--- src/rtl/fetch_queue.sv ---
// Instruction-fetch front end: owns the fetch PC, drives the instruction memory and buffers {pc, instr} pairs in a FIFO.
// Optional FETCH_QUEUE_BYPASS_EN presents the current fetch on deq_* when the queue is empty in RUN.
module fetch_queue #(
  parameter int              XLEN     = 32,
  parameter int              DEPTH    = 4,
  parameter logic [XLEN-1:0] RESET_PC = '0,
  parameter int              PC_STEP  = 4
) (
  input  logic                       clk_i,
  input  logic                       rst_i,
  input  logic                       start_i,
  input  logic                       redirect_i,
  input  logic [XLEN-1:0]            redirect_pc_i,
  output logic [XLEN-1:0]            imem_addr_o,
  output logic                       imem_req_o,
  input  logic [XLEN-1:0]            imem_instr_i,
  output logic                       deq_valid_o,
  output logic [XLEN-1:0]            deq_pc_o,
  output logic [XLEN-1:0]            deq_instr_o,
  input  logic                       deq_ready_i,
  output logic [$clog2(DEPTH+1)-1:0] count_o,
  output logic                       dbg_state_o
);

  localparam int PW = $clog2(DEPTH);
  localparam int CW = $clog2(DEPTH+1);
  localparam logic [XLEN-1:0] STEP = XLEN'(PC_STEP);
  localparam logic [CW-1:0]   FULL = CW'(DEPTH);

  // Handshakes (valid/ready): a transfer happens on an edge where valid and ready
  // are both high; valid never depends on ready, and ready may be asserted freely.
  typedef enum logic {ST_IDLE = 1'b0, ST_RUN = 1'b1} state_t;

  state_t          r_state;
  logic [XLEN-1:0] r_pc;
  logic [XLEN-1:0] r_mem_pc    [DEPTH];
  logic [XLEN-1:0] r_mem_instr [DEPTH];
  logic [PW-1:0]   r_wptr;
  logic [PW-1:0]   r_rptr;
  logic [CW-1:0]   r_count;
  logic [XLEN-1:0] r_head_pc;
  logic [XLEN-1:0] r_head_instr;

  logic            w_run;
  logic            w_bypass;
  logic            w_deq_valid;
  logic            w_deq;
  logic            w_enq;
  logic            w_wr;
  logic            w_pop;
  logic            w_flush;
  logic [CW-1:0]   w_count_next;
  logic [CW-1:0]   w_count_after_pop;
  logic [PW-1:0]   w_rptr_next;
  logic [XLEN-1:0] w_head_pc_next;
  logic [XLEN-1:0] w_head_instr_next;

  assign w_run = (r_state == ST_RUN);

`ifdef FETCH_QUEUE_BYPASS_EN
  assign w_bypass = w_run & (r_count == '0) & ~redirect_i;
`else
  assign w_bypass = 1'b0;
`endif

  assign w_deq_valid = (r_count != '0) | w_bypass;
  assign w_deq       = w_deq_valid & deq_ready_i;
  assign w_enq       = w_run & ~redirect_i & ((r_count != FULL) | w_deq);
  // A bypassed fetch is consumed straight from the memory and never written.
  assign w_wr        = w_enq & ~(w_bypass & deq_ready_i);
  assign w_pop       = w_deq & ~w_bypass;
  assign w_flush     = w_run & redirect_i;

  assign w_count_after_pop = r_count - CW'(w_pop);

  always_comb begin
    w_count_next      = w_count_after_pop + CW'(w_wr);
    w_rptr_next       = r_rptr + PW'(w_pop);
    w_head_pc_next    = r_head_pc;
    w_head_instr_next = r_head_instr;
    if (w_flush) begin
      w_count_next = '0;
      w_rptr_next  = '0;
    end else if (w_count_next != '0) begin
      // Queue drains to empty before this write: the new head is the incoming word.
      if (w_count_after_pop == '0) begin
        w_head_pc_next    = r_pc;
        w_head_instr_next = imem_instr_i;
      end else begin
        w_head_pc_next    = r_mem_pc[w_rptr_next];
        w_head_instr_next = r_mem_instr[w_rptr_next];
      end
    end
  end

  always_ff @(posedge clk_i) begin
    if (rst_i) begin
      r_state      <= ST_IDLE;
      r_pc         <= RESET_PC;
      r_wptr       <= '0;
      r_rptr       <= '0;
      r_count      <= '0;
      r_head_pc    <= '0;
      r_head_instr <= '0;
    end else begin
      case (r_state)
        ST_IDLE: if (start_i) r_state <= ST_RUN;
        default: r_state <= ST_RUN;
      endcase
      r_count      <= w_count_next;
      r_rptr       <= w_rptr_next;
      r_head_pc    <= w_head_pc_next;
      r_head_instr <= w_head_instr_next;
      if (w_flush) begin
        r_wptr <= '0;
        r_pc   <= redirect_pc_i & ~XLEN'(1);
      end else begin
        if (w_wr)  r_wptr <= r_wptr + PW'(1);
        if (w_enq) r_pc   <= r_pc + STEP;
      end
    end
  end

  always_ff @(posedge clk_i) begin
    if (w_wr) begin
      r_mem_pc[r_wptr]    <= r_pc;
      r_mem_instr[r_wptr] <= imem_instr_i;
    end
  end

  assign imem_addr_o = r_pc;
  assign imem_req_o  = w_enq;
  assign deq_valid_o = w_deq_valid;
  assign count_o     = r_count;
  assign dbg_state_o = r_state;

`ifdef FETCH_QUEUE_BYPASS_EN
  assign deq_pc_o    = w_bypass ? r_pc : r_head_pc;
  assign deq_instr_o = w_bypass ? imem_instr_i : r_head_instr;
`else
  assign deq_pc_o    = r_head_pc;
  assign deq_instr_o = r_head_instr;
`endif

endmodule

--- config.mk ---
export PLATFORM = sky130hd
export DESIGN_NAME = fetch_queue
export DESIGN_NICKNAME = d
export VERILOG_FILES = /design/src/rtl/fetch_queue.sv
export SDC_FILE = /design/constraint.sdc
export NUM_CORES = 1
export LEC_CHECK = 0
export BUFFER_PORTS_ARGS = -buffer_cell sky130_fd_sc_hd__buf_4
export CAP_MARGIN = 0
export CORE_ASPECT_RATIO = 1.2
export CORE_MARGIN = 4
export CORE_UTILIZATION = 55
export CTS_CLUSTER_DIAMETER = 150
export CTS_CLUSTER_SIZE = 8
export DETAILED_ROUTE_END_ITERATION = 8
export GPL_ROUTABILITY_DRIVEN = 0
export PLACE_DENSITY = 0.83
export SLEW_MARGIN = 20
export SYNTH_ARGS = -nofsm -noshare
export SYNTH_HDL_FRONTEND = slang
export SYNTH_SLANG_ARGS = --single-unit
--- constraint.sdc ---
create_clock -name clk_i -period 3.5 [get_ports clk_i]
set_input_delay 0.35 -clock clk_i [delete_from_list [all_inputs] [get_ports clk_i]]
set_output_delay 0.35 -clock clk_i [all_outputs]
set_load 0.005 [all_outputs]
# Word-level counts from Yosys, hierarchy flattened
# Memory sizes are Yosys's and may differ from the RTL's.
# Index checks and enable logic that the tools add are counted.
# W data, S select, Z words.
[word_totals] n_memories=2 elab_cells=37 inputBits=69 ram_bits=256 reg_bits=104 out_inout_bits=102
[classes] n_addsub=5 n_mux=8 bitwise=7 n_eq_ne=1 reduce_logical=6
[mem_list] memory="r_mem_instr" words=4 word_bits=32 read_ports=1 rd_ports_with_merged_regs=0 write_ports=1 line="37" rtl="logic [XLEN-1:0] r_mem_instr [DEPTH];"
[mem_list] memory="r_mem_pc" words=4 word_bits=32 read_ports=1 rd_ports_with_merged_regs=0 write_ports=1 line="36" rtl="logic [XLEN-1:0] r_mem_pc [DEPTH];"
[op_table] op="$mux W32" count=4
[op_table] op="$add A32 B3 Y32 const B" count=1
[op_table] op="$reduce_bool A3 Y1" count=2
[op_table] op="$and A1 B1 Y1" count=4
[op_table] op="$mux W1" count=4
[op_table] op="$add A3 B1 Y3" count=1
[op_table] op="$logic_not A3 Y1" count=1
[op_table] op="$ne A3 B3 Y1 const B" count=1
[op_table] op="$sub A3 B1 Y3" count=1
[op_table] op="$add A2 B1 Y2" count=1
[op_table] op="$add A2 B1 Y2 const B" count=1
[op_table] op="$not A1 Y1" count=2
[op_table] op="$reduce_and A2 Y1" count=1
[op_table] op="$reduce_bool A2 Y1" count=1
[op_table] op="$reduce_or A2 Y1" count=1
[op_table] op="$or A1 B1 Y1" count=1

# Depth between registers and ports, before layout
[depth] word_depth=7 mapped_depth=11 ltp_nobuf=10

# Least setup slack after synthesis
# OpenSTA, ideal clock, no wires.
[synth_path] path_type="input -> register" startpoint="input port redirect_i" endpoint="memory r_mem_instr[0][0], enable pin" setup_ns=0.428 stages=5 required_time_ns=3.072 setup_slack_ns=0.552 arrival_time_ns=2.520 n_path_buf=2 cell_sequence="clkbuf_1 nand3b_1 inv_1 buf_2 and2_1"
[synth_between] elab_chain_len=5
[synth_rtl] item="from (decl)" line="12" rtl="input logic redirect_i,"
[synth_rtl] item="$not A1 Y1" line="68" rtl="assign w_enq = w_run & ~redirect_i & ((r_count != FULL) | w_deq);"
[synth_rtl] item="$and A1 B1 Y1 (2 in series)" line="68"
[synth_rtl] item="named net imem_req_o" line="15" rtl="output logic imem_req_o,"
[synth_rtl] item="$mux W1" line="125" rtl="if (w_wr) begin"
[synth_rtl] item="$mux W1 (not written as such)" line="127" rtl="r_mem_instr[r_wptr] <= imem_instr_i;"
[synth_rtl] item="to (decl)" line="37"
# The timed path passes the listed nets, and every way through them passes these cells.

# Final worst setup path
[layout_path] startpoint="register r_count[1], in the netlist count_o[1]" endpoint="register r_head_instr[19], in the netlist deq_instr_o[19]"
[layout_between] elab_chain_len=7 word_cells_on_any_way=13 cone_classes="3 x add/sub; 1 x eq/ne; 1 x mux; 3 x bitwise; 4 x reduce/logical; 1 x memory"
[layout_rtl] item="from (decl)" line="40" rtl="logic [CW-1:0] r_count;"
[layout_rtl] item="from (signal assigned)" line="110" rtl="r_count <= w_count_next;"
[layout_rtl] item="parallel branches: the longest is 7 deep, another holds $sub A3 B1 Y3"
[layout_rtl] item="to (signal assigned)" line="113" rtl="r_head_instr <= w_head_instr_next;"
[layout_rtl] item="to (decl)" line="42" rtl="logic [XLEN-1:0] r_head_instr;"
# Several ways; the timed one is not identified.
# A chain may end at the register's enable or synchronous reset.

==> metrics.txt <==
async set or reset register ratio after synthesis 0%; max-slew violation count 0; total via count in the routed design 9082; transition time at the pin with the least slew margin 1.03 ns; number of enable flip-flop cells after synthesis 252; Min-Delay Endpoint r_mem_instr[2][0]; via count of the first global-routing pass 9249; dpl hpwl 18400 um; Max Fclk 0.317 GHz; Worst Path Arrival 3.60 ns; Crit path required time 3.94 ns; Pre-Repair DR Iteration Count 5; DRC violations left 0; clock net sink count 354; post-route total power 15.8 mW; crit share post-route 90.2%; average wire length per cell after detail routing 21.0 um; cell-by-cell listing of the critical path or3_1 -> and2_1 -> ha_1 -> ha_1 -> inv_1 -> ha_1 -> xor2_1 -> a21oi_4 -> buf_12 -> o21ai_0 -> a31oi_1; First DRT Iteration DRCs 787; total of warnings raised by yosys 0; antenna violation net count after detailed routing 0; share of cells above drive strength 1 26.7%; leading register cell type out of synthesis edfxtp_1; count of final setup violators 0; leakage power of the design 5.98 nW; number of endpoints with negative hold slack in the final report 0; number of antenna violations at the first check in global routing 0; total routing resource utilization after global routing 22.5%; cell area after placement 15600 um2; number of buffers inserted to repair setup after CTS 0; largest clock skew in the final design 0.0264 ns; worst-case reg-to-reg path depth 11; Final Net Count 1218; overflow left after global routing 0; critical path start-end classification reg -> reg; synthesized area per cell 14.4 um2; hold depth 1; critical path fanouts, max 37; status completed; CTS HTree Levels 2; placeable core area 24900 um2; Max-cap violations 0; cell at the root of the clock tree clkbuf_16; Critical R2R Launch count_o[1]; worst ir drop on vdd 1310 uV; pwr/cell area 927 nW/um2; slew margin rel. 31.0%; number of inserted diodes 0; Post-Route Setup TNS 0 ns; Die Outline Area 28000 um2; hold_sp imem_instr_i[0]; # port buffers 167; overall die height 183 um; effective utilization at floorplan 56.1%; unrepaired setup endpoints after global routing false; clock tree from TritonCTS done; register bit total from synthesis 354; setup slack, reg-to-reg 0.34 ns; top area cells in the synthesized netlist edfxtp_1 54%, dfxtp_1 15%, mux4_2 10%; CP max-delay cell a21oi_4; clock buffer depth 3; Clock Pin Slew Worst Setup and Hold Paths 0.05 ns; Period minus WS final 3.16 ns; area grow syn2layout 22.1%; global-route wire length before repair 50300 um; Mapped Area 14000 um2; Boundary Pins 171; sort of element at the end of the critical path flip-flop; reg-to-reg endpoint deq_instr_o[19]; number of cells produced by synthesis 970; Chip Width 154 um; Yosys top cell area share 54.1%; worst hold margin 0.0207 ns; CP dominant cell by count ha_1; Final Instance Area 17100 um2; Hold WC Path Type in -> reg; Vias/cell 6.04; pin count of the biggest net entering global routing 71; fraction of the yosys area taken by sequential cells 68.7%; Largest stage delay, worst path 0.49 ns; Unique masters post-synth 52; leading area contributor after synthesis edfxtp_1; Total Wirelength 31600 um; CP Launch Type flip-flop; TritonCTS Buffers 50; total number of placement rows 63; Skew-Pair Late Insertion Delay 0.54 ns
synthesized netlist by cell type, types with 2 or more instances:
master,n
buf_2,21
a22oi_1,10
nand4_4,2
a22o_1,2
or3_1,9
clkbuf_1,41
a211oi_1,4
edfxtp_1,252
nor2_1,21
nand3b_1,2
xnor2_1,3
nand2_1,161
a21oi_1,12
xor2_1,5
a31oi_1,80
o21ai_0,66
nor3_1,2
or4_1,4
buf_4,2
inv_1,12
nand3_1,16
and2_1,10
o21ai_1,2
ha_1,10
nor4_1,4
and3_1,9
o211ai_1,10
dfxtp_1,102
mux4_2,63
nand4_1,11
where the power goes:
part	leakage, nW	total, mW	switching (mW)	internal, mW
Clock	0.682	4.34	1.67	2.68
Combinational	2.15	6.28	3.60	2.69
Sequential	3.15	5.20	0.270	4.93
per-stage QoR:
stage,worst slack [ns],instances,utilization (%)
6_report,0.343,1503,68.5
5_1_grt,0.187,1503,68.5
4_1_cts,0.340,1503,68.5
3_5_place_dp,0.367,1411,62.7
3_3_place_gp,0.437,1411,62.7
2_1_floorplan,0.552,971,-
worst max-delay path by stage:
stage / startpoint / to / slack, ns / cells after the start
global placement: deq_ready_i / deq_instr_o[27] / 0.44 / 11
detailed placement: deq_ready_i / deq_instr_o[9] / 0.37 / 11
floorplan: redirect_i / r_mem_instr[0][0] / 0.55 / 5
finish: count_o[1] / deq_instr_o[19] / 0.34 / 11
global route: count_o[1] / deq_instr_o[19] / 0.19 / 11
CTS: count_o[1] / deq_instr_o[19] / 0.34 / 11
critical path: cells and delay by family (launching register included):
family | cells | cell delay [ns]
adder cells (fa/ha/maj) | 3 | 0.75
AND/OR/NAND/NOR | 2 | 0.62
XOR/XNOR | 1 | 0.20
flip-flops | 1 | 0.35
AO/OA/AOI/OAI | 3 | 0.83
buffers and inverters | 2 | 0.31
layout make-up:
type / instances / area [um2]
clock buffer: 88 / 1390
clock inverter: 3 / 45.0
fill: 1705 / 7840
inverter: 12 / 46.3
multi-input combinational: 539 / 4100
sequential: 354 / 9610
tap: 325 / 407
timing repair buffer: 182 / 1470
what timing repair did:
action / in CTS / in global routing
hold buffers: 1 / 0
endpoints found under the hold margin: 1 / 0
resized for setup: 0 / 0
state kept, by name (all words and copies together) (netlist names):
register	flops
r_rptr	2
deq_pc_o	31
count_o	3
deq_instr_o	32
r_wptr	2
dbg_state_o	1
imem_addr_o	31
r_mem_pc	124
r_mem_instr	128
layer usage:
metal / global-route usage (%) / part of all wire, % / vias to the layer above / wire length [um]
met5: 0 / 0 / - / 0
li1: - / - / 4104 / -
met3: 3.63 / 6.4 / 67 / 2020
met1: 30.4 / 40 / 4528 / 12700
met2: 37.7 / 51 / 383 / 16100
met4: 7.24 / 2.5 / 0 / 780
cells by family after synthesis:
kind of cell / count (synthesis) / share of synthesized area [%]
flops: 354 / 68.7
simple gates: 259 / 8.75
compound gates: 196 / 8.47
buf+inv: 78 / 2.40
mux: 64 / 10.2
fa+ha+maj: 10 / 0.895
xor+xnor: 8 / 0.501
other cells: 1 / 0.0268
cells in the final DEF (no fill, tap or decap), types with 3 or more instances in the layout:
cell type | Yosys | routed
nand3_1 | 16 | 15
clkbuf_16 | 0 | 50
inv_1 | 12 | 11
buf_4 | 2 | 173
and2_4 | 0 | 4
buf_12 | 0 | 8
clkbuf_1 | 41 | 38
nand4_1 | 11 | 11
dfxtp_1 | 102 | 102
edfxtp_1 | 252 | 252
a31oi_1 | 80 | 80
a22oi_1 | 10 | 10
nand2_1 | 161 | 161
o21ai_0 | 66 | 66
a21oi_1 | 12 | 12
or4_1 | 4 | 4
a211oi_1 | 4 | 4
o211ai_1 | 10 | 10
nor2_1 | 21 | 21
nor4_1 | 4 | 4
and2_1 | 10 | 6
mux4_2 | 63 | 63
or3_1 | 9 | 9
and3_1 | 9 | 8
ha_1 | 10 | 9
xor2_1 | 5 | 4
xnor2_1 | 3 | 3
Power figures use the tool's default switching activity.
